$ cat src/rtl/fpga2_receiver.sv
// fpga2_receiver: receive side of an FPGA-to-FPGA frame link.
// The sender raises req_in and streams valid_in/data_in words while rdy_out is
// high, then marks the end of the frame with a 3-cycle send_done_in pulse. A
// frame with exactly expected_count words, no overrun and no downstream
// overflow is ACKed. Any other frame is NAKed, and downstream is told to drop
// the words it already wrote.
// Ports:
//   clk, rst                    clock; synchronous active-high reset
//   req_in, valid_in, data_in   sender request and data stream
//   send_done_in                end-of-frame marker (stretched, edge detected)
//   expected_count              words per frame, latched at frame start
//   prog_full_i                 downstream almost full
//   rdy_out, ack_out            handshake back to sender
//   wr_en_o, wr_data_o          downstream write port (1-cycle latency)
//   discard_o, done_o, err_o    1-cycle frame event pulses
//   rx_count_o, retry_count_o   words accepted / saturating reject count
// All outputs are registered.
module fpga2_receiver #(
  parameter int TIMEOUT_CYCLES = 1024,
  parameter int NAK_HOLD       = 4
) (
  input  logic        clk,
  input  logic        rst,
  input  logic        req_in,
  input  logic        valid_in,
  input  logic [31:0] data_in,
  input  logic        send_done_in,
  input  logic [9:0]  expected_count,
  input  logic        prog_full_i,
  output logic        rdy_out,
  output logic        ack_out,
  output logic        wr_en_o,
  output logic [31:0] wr_data_o,
  output logic        discard_o,
  output logic        done_o,
  output logic        err_o,
  output logic [9:0]  rx_count_o,
  output logic [7:0]  retry_count_o
);

  localparam int TW = $clog2(TIMEOUT_CYCLES + 1);
  localparam int NW = $clog2(NAK_HOLD);

  typedef enum logic [2:0] {
    S_IDLE,
    S_RECEIVE,
    S_CHECK,
    S_ACK,
    S_NAK
  } state_t;

  state_t        state, state_d;
  logic [9:0]    exp_cnt, exp_cnt_d;
  logic [9:0]    rx_cnt_d;
  logic          overrun, overrun_d;
  logic          overflow, overflow_d;
  logic [TW-1:0] timer, timer_d;
  logic [NW-1:0] nak_cnt, nak_cnt_d;
  logic          sd_prev;
  logic          sd_edge;
  logic          enter_nak;
  logic          rdy_d, ack_d, wr_en_d, discard_d, done_d, err_d;
  logic [31:0]   wr_data_d;
  logic [7:0]    retry_d;

  // Only the first cycle of the stretched end-of-frame marker is an event.
  assign sd_edge = send_done_in & ~sd_prev;

  always_comb begin
    state_d    = state;
    exp_cnt_d  = exp_cnt;
    rx_cnt_d   = rx_count_o;
    overrun_d  = overrun;
    overflow_d = overflow;
    timer_d    = timer;
    nak_cnt_d  = nak_cnt;
    wr_data_d  = wr_data_o;
    retry_d    = retry_count_o;
    wr_en_d    = 1'b0;
    discard_d  = 1'b0;
    done_d     = 1'b0;
    err_d      = 1'b0;
    enter_nak  = 1'b0;

    case (state)
      S_IDLE: begin
        if (req_in && !prog_full_i) begin
          exp_cnt_d  = expected_count;
          rx_cnt_d   = '0;
          overrun_d  = 1'b0;
          overflow_d = 1'b0;
          timer_d    = '0;
          state_d    = S_RECEIVE;
        end
      end

      S_RECEIVE: begin
        // A word arriving together with the end-of-frame edge still counts,
        // because the CHECK decision is made one cycle later.
        if (valid_in) begin
          if (rx_count_o >= exp_cnt) overrun_d  = 1'b1;
          if (prog_full_i)           overflow_d = 1'b1;
          if (!prog_full_i && (rx_count_o < exp_cnt)) begin
            wr_en_d   = 1'b1;
            wr_data_d = data_in;
            rx_cnt_d  = rx_count_o + 10'd1;
          end
        end
        timer_d = (valid_in || sd_edge) ? '0 : timer + TW'(1);
        if (!req_in) begin
          enter_nak = 1'b1;
        end else if (sd_edge) begin
          state_d = S_CHECK;
        end else if (!valid_in && (timer == TW'(TIMEOUT_CYCLES - 1))) begin
          enter_nak = 1'b1;
        end
      end

      S_CHECK: begin
        if ((rx_count_o == exp_cnt) && !overrun && !overflow) state_d = S_ACK;
        else                                                 enter_nak = 1'b1;
      end

      S_ACK: begin
        if (!req_in) begin
          done_d  = 1'b1;
          state_d = S_IDLE;
        end
      end

      S_NAK: begin
        // NAK lasts NAK_HOLD-1 cycles; the IDLE cycle that follows completes
        // the NAK_HOLD cycles of rdy_out low seen by a retrying sender.
        if (nak_cnt == NW'(NAK_HOLD - 2)) state_d = S_IDLE;
        else                              nak_cnt_d = nak_cnt + NW'(1);
      end

      default: state_d = S_IDLE;
    endcase

    if (enter_nak) begin
      state_d   = S_NAK;
      nak_cnt_d = '0;
      discard_d = 1'b1;
      err_d     = 1'b1;
      if (retry_count_o != 8'hFF) retry_d = retry_count_o + 8'd1;
    end

    rdy_d = (state_d == S_RECEIVE) || (state_d == S_CHECK);
    ack_d = (state_d == S_ACK);
  end

  always_ff @(posedge clk) begin
    if (rst) begin
      state         <= S_IDLE;
      exp_cnt       <= '0;
      rx_count_o    <= '0;
      overrun       <= 1'b0;
      overflow      <= 1'b0;
      timer         <= '0;
      nak_cnt       <= '0;
      sd_prev       <= 1'b0;
      rdy_out       <= 1'b0;
      ack_out       <= 1'b0;
      wr_en_o       <= 1'b0;
      wr_data_o     <= '0;
      discard_o     <= 1'b0;
      done_o        <= 1'b0;
      err_o         <= 1'b0;
      retry_count_o <= '0;
    end else begin
      state         <= state_d;
      exp_cnt       <= exp_cnt_d;
      rx_count_o    <= rx_cnt_d;
      overrun       <= overrun_d;
      overflow      <= overflow_d;
      timer         <= timer_d;
      nak_cnt       <= nak_cnt_d;
      sd_prev       <= send_done_in;
      rdy_out       <= rdy_d;
      ack_out       <= ack_d;
      wr_en_o       <= wr_en_d;
      wr_data_o     <= wr_data_d;
      discard_o     <= discard_d;
      done_o        <= done_d;
      err_o         <= err_d;
      retry_count_o <= retry_d;
    end
  end

endmodule
$ cat config.mk
export PLATFORM = sky130hd
export DESIGN_NAME = fpga2_receiver
export DESIGN_NICKNAME = d
export VERILOG_FILES = /design/src/rtl/fpga2_receiver.sv
export SDC_FILE = /design/constraint.sdc
export NUM_CORES = 1
export LEC_CHECK = 0
export ABC_CLOCK_PERIOD_IN_PS = 6400
export BUFFER_PORTS_ARGS = -buffer_cell sky130_fd_sc_hd__buf_2
export CAP_MARGIN = 20
export CORE_MARGIN = 2
export CORE_UTILIZATION = 56
export DETAILED_ROUTE_END_ITERATION = 10
export PLACE_DENSITY = 0.84
export SLEW_MARGIN = 40
export SYNTH_ARGS = -nofsm -noshare
export SYNTH_HDL_FRONTEND = slang
export SYNTH_SLANG_ARGS = --single-unit
$ cat constraint.sdc
create_clock -name clk -period 6.4 [get_ports clk]
set_clock_uncertainty 0.05 [all_clocks]
set_input_delay 0.32 -clock clk [delete_from_list [all_inputs] [get_ports clk]]
set_output_delay 0.32 -clock clk [all_outputs]
set_load 0.02 [all_outputs]
==> results of run 1 <==
logic make-up after synthesis:
| logic type | count (synthesis) |
|---|---|
| flip-flops | 84 |
| multiplexers | 17 |
| AND/OR/NAND/NOR | 202 |
| XOR/XNOR | 3 |
| AO/OA/AOI/OAI | 99 |
| buffers and inverters | 42 |
| adder cells (fa/ha/maj) | 14 |
layout make-up:
| cell class | count | area (um2) |
|---|---|---|
| fillers | 550 | 2110 |
| multi-input cells | 335 | 2001 |
| flip-flops and latches | 84 | 1682 |
| repair buffers | 107 | 560.5 |
| clock buffers | 9 | 123.9 |
| well taps | 80 | 100.1 |
| clock inverters | 7 | 78.83 |
| inverters | 17 | 63.81 |
worst register-to-register path, cell delays in order (launching register included):
cell and delay [ns]:
dfxtp_1 0.47, ha_1 0.29, nor2b_1 0.15, o211ai_1 0.41, o2111ai_4 0.31, buf_8 0.25, or4_1 0.51, a21oi_1 0.14
cell usage after synthesis, types with 2 or more instances:
cell type	number
o211ai_1	2
nor3b_1	3
mux2i_1	11
or3_1	4
and4_1	3
xnor2_1	2
and3_1	5
nor2_1	42
o21a_1	6
inv_1	17
clkbuf_1	15
nor3_1	6
o22ai_1	4
nor4_1	4
dfxtp_1	84
a31oi_1	3
a211oi_1	2
nand4_1	8
nand2_1	86
a311oi_1	4
nand2b_1	4
nand3_1	12
and2_1	4
or4_1	4
a21oi_1	51
buf_1	2
o31ai_1	4
buf_2	6
o21ai_2	2
ha_1	14
nor2b_1	10
o21ai_0	10
mux2_2	5
final timing paths:
kind                               from                          to  cells after the start
max          rx_count_o[1]$_SDFFE_PP0P_  rx_count_o[9]$_SDFFE_PP0P_                      7
min                          data_in[5]   wr_data_o[5]$_SDFFE_PP0P_                      3
max reg2reg  rx_count_o[1]$_SDFFE_PP0P_  rx_count_o[9]$_SDFFE_PP0P_                      7
min reg2reg        overrun$_SDFFE_PP0P_        overrun$_SDFFE_PP0P_                      2
power breakdown:
| part | internal, mW | leakage (nW) | switching [mW] |
|---|---|---|---|
| clock | 0.186 | 0.105 | 0.205 |
| sequential | 0.538 | 0.679 | 0.0116 |
| combinational | 0.0531 | 1.12 | 0.0874 |
metal layers:
| layer | part of all wire | vias to the layer above |
|---|---|---|
| li1 | - | 1794 |
| met1 | 0.42 | 1691 |
| met2 | 0.51 | 110 |
| met3 | 0.051 | 17 |
| met4 | 0.021 | 0 |
| met5 | 0 | - |
sequential cells by signal, summed over array words and instances (netlist names):
| register | count |
|---|---|
| exp_cnt | 10 |
| ack_out | 1 |
| rx_count_o | 10 |
| overflow | 1 |
| timer | 11 |
| rdy_out | 1 |
| overrun | 1 |
| done_o | 1 |
| wr_en_o | 1 |
| state | 3 |
| err_o | 1 |
| sd_prev | 1 |
| nak_cnt | 2 |
| wr_data_o | 32 |
| retry_count_o | 8 |
per-stage QoR:
| step | utilization | std cells | cell area, um2 |
|---|---|---|---|
| after floorplan | - | 461 | 3846 |
| after global placement | 0.6505 | 621 | 4370 |
| after detailed placement | 0.6551 | 623 | 4402 |
| after CTS | 0.6853 | 639 | 4604 |
| after global routing | 0.6860 | 639 | 4609 |
| final | 0.6860 | 639 | 4609 |
==> results.md, run 1 <==
* CTS resizes at 0
* CP Max Fanout at 20
* Core area at 6719 um2
* R2R setup slack at around 3.8 ns
* CTS Buf Count at 9
* Via count at 3612
* RSZ-0062 raised after global routing: no
* CP required at roughly 6.7 ns
* Synth Register Bits at 84
* P&R area growth vs syn at 19.84%
* Diodes inserted at 0
* Routability congestion estimate at 0.8377
* P_leak at 1.902 nW
* Antenna violations before repair at 0
* Clock transition at path regs at 0.09 ns
* EDFF count, synth at 0
* First-pass GRT wire length at ~14000 um
* # nets final at 616
* Row count at 30
* Yosys warnings at 0
* Sink Count at 84
* Worst Hold Class: input pin to register
* H-tree Lvls at 3
* Mapped Avg Cell Area at 8.343 um2
* Seq/Total Area, Yosys at 0.4372
* Final Max Tran Viols at 0
* Post-synth net total at 523
* Top-area cell type share of the netlist area at 0.4372
* Max stage delay on crit path at 0.51 ns
* Top FF cell, synth: dfxtp_1
* Worst setup margin at 3.758 ns
* Commonest cells after routing, fill and taps aside: buf_2 (103), nand2_1 (86), dfxtp_1 (84)
* Routed vias/inst at 5.653
* Maxcap violations at 0
* Multiplexer share of the synthesized area at 0.04619
* Synth area leaders: dfxtp_1 (44%), nand2_1 (8.4%), a21oi_1 (6.6%)
* Met2 Track Usage GR at 0.4143
* Setup TNS at 0 ns
* # IOs at ~100
* Max Fclk at approximately 380 MHz
* CP delay by family, top: compound AO/OA/AOI/OAI gates
* CTS tree: done
* Worst hold margin at between 0.1 and 0.15 ns
* Max-slew headroom at 0.4837
* XOR/XNOR Fraction of Synth Area at 0.006831
* Worst VDD drop at 0.0001476 V
* Min Tclk post-route at 2.642 ns
* Clock Path Buffers at 2
* PwrDens at between 200 and 250 nW/um2
* Die area at 7547 um2
* IO buf count at 103
* Pre-CTS WS at a little under 4 ns
* Main combinational cell family by area after synthesis: simple AND/OR/NAND/NOR gates
* Post-synth top area cell: dfxtp_1
* Commonest non-fill, non-tap cell in the layout: buf_2
* Gate count after technology mapping at 461
* Largest net degree at the start of global routing at 81
* DRT antenna net count at 0
* Share of cells above drive strength 1 at 0.2504
* Post-synth ARST share at 0
* Synth Area in Compound Gates at 0.1659
* Post-Syn Area at 3846 um2
* Root buffer cell: clkbuf_8
* Worst path slowest cell: or4_1
* Distinct cells, synth at 55
* Final period util at 0.4129
* Worst-Skew Late Latency at 0.36 ns
* Post-Synth Adder-Cell Area at 0.04554
* Tot GR Track Use at 0.2327
* DRC viols at 0
* CP Class: register to register
* Total Power at roughly 1.1 mW
* Critical path arrival at 2.89 ns
* Postcts setup bufs at 0
* Status: complete, no violations
* TritonRoute pass-1 iters at 5
* Met1 Usage GRT at 0.2650
* Hold violation count in the final report at 0
* Die width at 86.88 um
* GR Util met3 at 0.05498
* Initial Util at 0.5724
* Crit-path cells: ha_1, nor2b_1, o211ai_1, o2111ai_4, buf_8, or4_1, a21oi_1
* Vias in the first global route at 3381
* Cts-stage hold buffer count at 0
* Post-Synth Simple-Gate Area at 0.2524
* 1st-iter DRT viols at 155
* Die Height at 86.88 um
* DR WL/cell at 13.72 um
* HPWL Detailed at about 6200 um
* Grt total ovfl at 0
* Buf/Inv on CP at 1
* Grt peak-use layer: met2
* Startpoint class of the critical path: register
* Kind of end point of the critical path: register
* Routed wire length at 8769 um
* Worst-Margin Slew at approximately 0.77 ns
* # setup viols final at 0
Power figures use the tool's default switching activity.
==> run 2: changes to the inputs <==
--- a/config.mk
+++ b/config.mk
@@ -5,13 +5,13 @@
 export SDC_FILE = /design/constraint.sdc
 export NUM_CORES = 1
 export LEC_CHECK = 0
-export ABC_CLOCK_PERIOD_IN_PS = 6400
+export ABC_CLOCK_PERIOD_IN_PS = 2600
 export BUFFER_PORTS_ARGS = -buffer_cell sky130_fd_sc_hd__buf_2
 export CAP_MARGIN = 20
 export CORE_MARGIN = 2
-export CORE_UTILIZATION = 56
+export CORE_UTILIZATION = 52
 export DETAILED_ROUTE_END_ITERATION = 10
-export PLACE_DENSITY = 0.84
+export PLACE_DENSITY = 0.79
 export SLEW_MARGIN = 40
 export SYNTH_ARGS = -nofsm -noshare
 export SYNTH_HDL_FRONTEND = slang
==> constraint.sdc (replaced) <==
create_clock -name clk -period 2.6 [get_ports clk]
set_clock_uncertainty 0.05 [all_clocks]
set_input_delay 0.13 -clock clk [delete_from_list [all_inputs] [get_ports clk]]
set_output_delay 0.13 -clock clk [all_outputs]
set_load 0.02 [all_outputs]
==> results.md, run 2 (synthesized netlist as in run 1, its figures left out) <==
* Grt total ovfl at 0 (unchanged)
* Worst VDD drop at 0.0003005 V (+100%)
* Share of cells above drive strength 1 at 0.2339 (-0.01651)
* Hold violation count in the final report at 0 (unchanged)
* TritonRoute pass-1 iters at 4 (-1)
* Final Max Tran Viols at 0 (unchanged)
* Cell count after placement at 647 (+3.9%)
* CTS tree: done
* # setup viols final at 0 (unchanged)
* CP Max Fanout at 35 (+75%)
* Via count at 3767 (+4.3%)
* Worst path slowest cell: dfxtp_1
* Setup TNS at 0 ns (unchanged)
* PwrDens at 513.6 nW/um2 (+120%)
* Buf/Inv on CP at 1 (unchanged)
* Post-route insts no fill at 706 (+10%)
* IO buf count at 103 (unchanged)
* Commonest cells after routing, fill and taps aside: buf_2 (102), nand2_1 (86), dfxtp_1 (84)
* DRC viols at 0 (unchanged)
* NetSw at 0.7188 mW (+140%)
* Commonest non-fill, non-tap cell in the layout: buf_2
* Routability congestion estimate at 0.8480 (+1.2%)
* Critical path arrival at 2.56 ns (-0.33 ns)
* Max Fclk at 419.2 MHz (+11%)
* Combinational Power Share at 0.155 (+0.025)
* Largest net degree at the start of global routing at 56 (-31%)
* 1st-iter DRT viols at 152 (-1.9%)
* H-tree Lvls at 3 (unchanged)
* Worst-Margin Slew at 0.5381 ns (-0.2364 ns)
* Die Height at 90.01 um (+3.6%)
* Multi-input gate area at 1994 um2 (-0.31%)
* Int Power at 1.878 mW (+140%)
* CP required at 2.78 ns (-3.87 ns)
* Flop pwr share at 0.521 (+0.012)
* Routed vias/inst at 5.336 (-5.6%)
* Biggest register: wr_data_o
* Routed wire length at 9732 um (+11%)
* Top Registers: wr_data_o: 32 flops, timer: 11 flops
* Fillers at 591 (+7.5%)
* Sink Count at 84 (unchanged)
* P_leak at 2.078 nW (+9.3%)
* Startpoint class of the critical path: register
* Root buffer cell: clkbuf_8
* Diodes inserted at 0 (unchanged)
* Clock Path Buffers at 2 (unchanged)
* Switch share at 0.2767 (-0.004089)
* Clock Power Share at 0.324 (-0.037)
* Die width at 90.01 um (+3.6%)
* Die area at 8101 um2 (+7.3%)
* Reg area at 1682 um2 (unchanged)
* Max-slew headroom at 0.6412 (+0.1576)
* Worst-Skew Late Latency at 0.35 ns (about the same)
* Min Tclk post-route at 2.385 ns (-0.2569 ns)
* Core area at 7214 um2 (+7.4%)
* Final period util at 0.9175 (+0.5046)
* Post-layout util at 0.7010 (+0.01497)
* HPWL Detailed at 6395 um (+2.7%)
* Postcts setup bufs at 0 (unchanged)
* # IOs at 104 (unchanged)
* Tot GR Track Use at 0.2408 (+0.008096)
* RSZ-0062 raised after global routing: no
* Total Power at 2.597 mW (+140%)
* Max stage delay on crit path at 0.47 ns (-0.04 ns)
* Antenna violations before repair at 0 (unchanged)
* Maxcap violations at 0 (unchanged)
* Status: complete, no violations
* Worst Hold Class: input pin to register
* Kind of end point of the critical path: register
* DR WL/cell at 13.78 um (+0.45%)
* CTS resizes at 0 (unchanged)
* P&R area growth vs syn at 31.49%
* Row count at 31 (+3.3%)
* First-pass GRT wire length at 16350 um (+15%)
* CTS Buf Count at 9 (unchanged)
* Clock transition at path regs at 0.09 ns (about the same)
* DRT antenna net count at 0 (unchanged)
* Initial Util at 0.5331 (-0.03931)
* CP Class: register to register
* CP delay by family, top: compound AO/OA/AOI/OAI gates
* # nets final at 664 (+7.8%)
* Crit-path cells: ha_1, and4_1, o211ai_1, o2111ai_4, buf_4, o31ai_1, a21oi_1
* Vias in the first global route at 3630 (+7.4%)
* Worst hold margin at 0.01250 ns (-0.1250 ns)
* Flip-flop count of the largest register after layout at 32 (unchanged)
run 2: path summary, 6_finish.rpt:
check	cells past startpoint	slack [ns]	to	from
max	7	0.21	rx_count_o[9]$_SDFFE_PP0P_	rx_count_o[6]$_SDFFE_PP0P_
min	3	0.01	exp_cnt[1]$_SDFFE_PP0P_	expected_count[1]
max reg2reg	7	0.21	rx_count_o[9]$_SDFFE_PP0P_	rx_count_o[6]$_SDFFE_PP0P_
min reg2reg	2	0.41	overrun$_SDFFE_PP0P_	overrun$_SDFFE_PP0P_
run 2: layout make-up:
cell class | instances | share of cell area
inverters | 17 | 0.01262
repair buffers | 155 | 0.2009
well taps | 99 | 0.02449
multi-input cells | 335 | 0.3944
flip-flops and latches | 84 | 0.3325
clock buffers | 11 | 0.02796
clock inverters | 5 | 0.007175
run 2: routing by layer:
metal	GRT usage	share of wire	vias to the layer above
met1	0.2875	0.43	1744
met2	0.4179	0.50	93
met5	0	0	-
li1	-	-	1900
met3	0.04107	0.039	30
met4	0.1192	0.032	0
run 2: through the flow:
step	area [um2]	setup WS (ns)
global placement	4447	0.4047
floorplan	3846	0.3644
finish	5057	0.2146
global route	5057	0.04960
detailed placement	4449	0.3143
CTS	5057	0.2971
run 2: power groups by stage:
stage	sequential, mW	combinational, mW	clock [mW]
3_5_place_dp	1.38	0.348	0
4_1_cts	1.35	0.400	0.861
3_3_place_gp	1.38	0.340	0
6_report	1.35	0.404	0.840
5_1_grt	1.36	0.445	0.915
2_1_floorplan	1.40	0.217	0
run 2: worst register-to-register path: stages, from the launching register on:
cell	delay, ns
dfxtp_1	0.47
ha_1	0.29
and4_1	0.20
o211ai_1	0.20
o2111ai_4	0.28
buf_4	0.33
o31ai_1	0.35
a21oi_1	0.10
run 2: timing repair:
item,CTS,global route
hold buffers,43,0
hold endpoints to repair,43,0
setup endpoints to repair,0,0
==> run 3: changes to the inputs <==
--- a/config.mk
+++ b/config.mk
@@ -12,6 +12,7 @@
 export CORE_UTILIZATION = 52
 export DETAILED_ROUTE_END_ITERATION = 10
 export PLACE_DENSITY = 0.79
+export RECOVER_POWER = 50
 export SLEW_MARGIN = 40
 export SYNTH_ARGS = -nofsm -noshare
 export SYNTH_HDL_FRONTEND = slang
==> results.md, run 3 (synthesized netlist as in run 1, its figures left out) <==
* Status: complete, no violations
* H-tree Lvls at 3 (unchanged)
* Startpoint class of the critical path: register
* Diodes inserted at 0 (unchanged)
* Via count at 3784 (+0.45%)
* Pre-CTS WS at 0.3143 ns (unchanged)
* TritonRoute pass-1 iters at 4 (unchanged)
* # IOs at 104 (unchanged)
* NetSw at 0.7178 mW (-0.13%)
* Vias in the first global route at 3630 (unchanged)
* Max Fclk at 424.0 MHz (+1.1%)
* Routed wire length at 9757 um (+0.26%)
* Die Height at 90.01 um (unchanged)
* Setup TNS at 0 ns (unchanged)
* CTS Buf Count at 9 (unchanged)
* Commonest cells after routing, fill and taps aside: nand2_1 (86), dfxtp_1 (84), clkbuf_1 (60)
* Routed vias/inst at 5.360 (+0.45%)
* Switch share at 0.2773 (+0.0005492)
* Int Power at 1.871 mW (-0.40%)
* Commonest non-fill, non-tap cell in the layout: nand2_1
* # nets final at 664 (unchanged)
* Critical path arrival at 2.54 ns (-0.02 ns)
* Clock transition at path regs at 0.09 ns (about the same)
* Clock Power Share at 0.325 (about the same)
* Root buffer cell: clkbuf_8
* Maxcap violations at 0 (unchanged)
* P_leak at 1.819 nW (-13%)
* Flop pwr share at 0.522 (about the same)
* Total Power at 2.589 mW (-0.32%)
* Max stage delay on crit path at 0.47 ns (about the same)
* Clock Path Buffers at 2 (unchanged)
* Worst path slowest cell: dfxtp_1
* Worst-Margin Slew at 0.7916 ns (+0.2535 ns)
* IO buf count at 103 (unchanged)
* Biggest register: wr_data_o
* Share of cells above drive strength 1 at 0.1334 (-0.1005)
* Cts-stage hold buffer count at 43 (unchanged)
* Worst setup margin at 0.2416 ns (+0.02701 ns)
* Crit-path cells: ha_1, and4_1, o211ai_1, o2111ai_4, buf_4, o31ai_1, a21oi_1
* Die width at 90.01 um (unchanged)
* Min Tclk post-route at 2.358 ns (-0.02701 ns)
* Tot GR Track Use at 0.2408 (unchanged)
* Final Max Tran Viols at 0 (unchanged)
* Core area at 7214 um2 (unchanged)
* PwrDens at 520.9 nW/um2 (+1.4%)
* CP Class: register to register
* DRC viols at 0 (unchanged)
* CP Max Fanout at 35 (unchanged)
* Kind of end point of the critical path: register
* P&R area growth vs syn at 29.21%
* CTS resizes at 0 (unchanged)
* Post-layout util at 0.6889 (-0.01214)
* Initial Util at 0.5331 (unchanged)
* CP required at 2.78 ns (about the same)
* RSZ-0062 raised after global routing: no
* CP delay by family, top: compound AO/OA/AOI/OAI gates
* Buf/Inv on CP at 1 (unchanged)
* Worst-Skew Late Latency at 0.35 ns (about the same)
* Postcts setup bufs at 0 (unchanged)
* DR WL/cell at 13.82 um (+0.26%)
* Sink Count at 84 (unchanged)
* First-pass GRT wire length at 16350 um (unchanged)
* CTS tree: done
* Flip-flop count of the largest register after layout at 32 (unchanged)
* Routability congestion estimate at 0.8480 (unchanged)
* Antenna violations before repair at 0 (unchanged)
* Hold violation count in the final report at 0 (unchanged)
* Worst VDD drop at 0.0003011 V (+0.19%)
* Die area at 8101 um2 (unchanged)
* Worst Hold Class: input pin to register
* DRT antenna net count at 0 (unchanged)
* Grt total ovfl at 0 (unchanged)
* Combinational Power Share at 0.153 (-0.002)
* Largest net degree at the start of global routing at 56 (unchanged)
* 1st-iter DRT viols at 137 (-9.9%)
* Row count at 31 (unchanged)
* HPWL Detailed at 6395 um (unchanged)
* Final period util at 0.9071 (-0.01039)
* Max-slew headroom at 0.4723 (-0.1690)
* # setup viols final at 0 (unchanged)
* Top Registers: wr_data_o: 32 flops, timer: 11 flops
-- run 3: path summary, 6_finish.rpt --
| check | cells after the start | slack, ns | endpoint | start |
|---|---|---|---|---|
| hold / removal | 3 | 0.01 | exp_cnt[1]$_SDFFE_PP0P_ | expected_count[1] |
| setup reg to reg | 7 | 0.24 | rx_count_o[9]$_SDFFE_PP0P_ | rx_count_o[6]$_SDFFE_PP0P_ |
| setup / recovery | 7 | 0.24 | rx_count_o[9]$_SDFFE_PP0P_ | rx_count_o[6]$_SDFFE_PP0P_ |
| hold reg to reg | 2 | 0.41 | overrun$_SDFFE_PP0P_ | overrun$_SDFFE_PP0P_ |
-- run 3: power by group through the flow --
stage	Clock, mW	Combinational [mW]	Sequential (mW)
6_report	0.840	0.396	1.35
5_1_grt	0.915	0.438	1.36
4_1_cts	0.861	0.400	1.35
3_5_place_dp	0	0.348	1.38
3_3_place_gp	0	0.340	1.38
2_1_floorplan	0	0.217	1.40
-- run 3: stage by stage --
stage / area [um2] / hold slack [ns] / cells
2_1_floorplan: 3846 / 0.1585 / 461
3_3_place_gp: 4447 / 0.3096 / 647
3_5_place_dp: 4449 / 0.3196 / 647
4_1_cts: 5057 / 0.005528 / 706
5_1_grt: 4970 / 0.02255 / 706
6_report: 4970 / 0.01277 / 706
-- run 3: tightest hold or removal path: stages --
cell and delay [ns]:
buf_2 0.08, mux2i_1 0.06, nor2_1 0.10
-- run 3: cell type report --
type | count | area [um2]
fillers | 632 | 2245
multi-input cells | 335 | 1983
flip-flops and latches | 84 | 1682
repair buffers | 155 | 939.7
clock buffers | 11 | 141.4
well taps | 99 | 123.9
inverters | 17 | 63.81
clock inverters | 5 | 36.28
-- run 3: metal layers --
layer | global-route usage | routed length [um]
met1 | 0.2875 | 4186
met2 | 0.4179 | 4840
met3 | 0.04107 | 404
met4 | 0.1192 | 325
met5 | 0 | 0
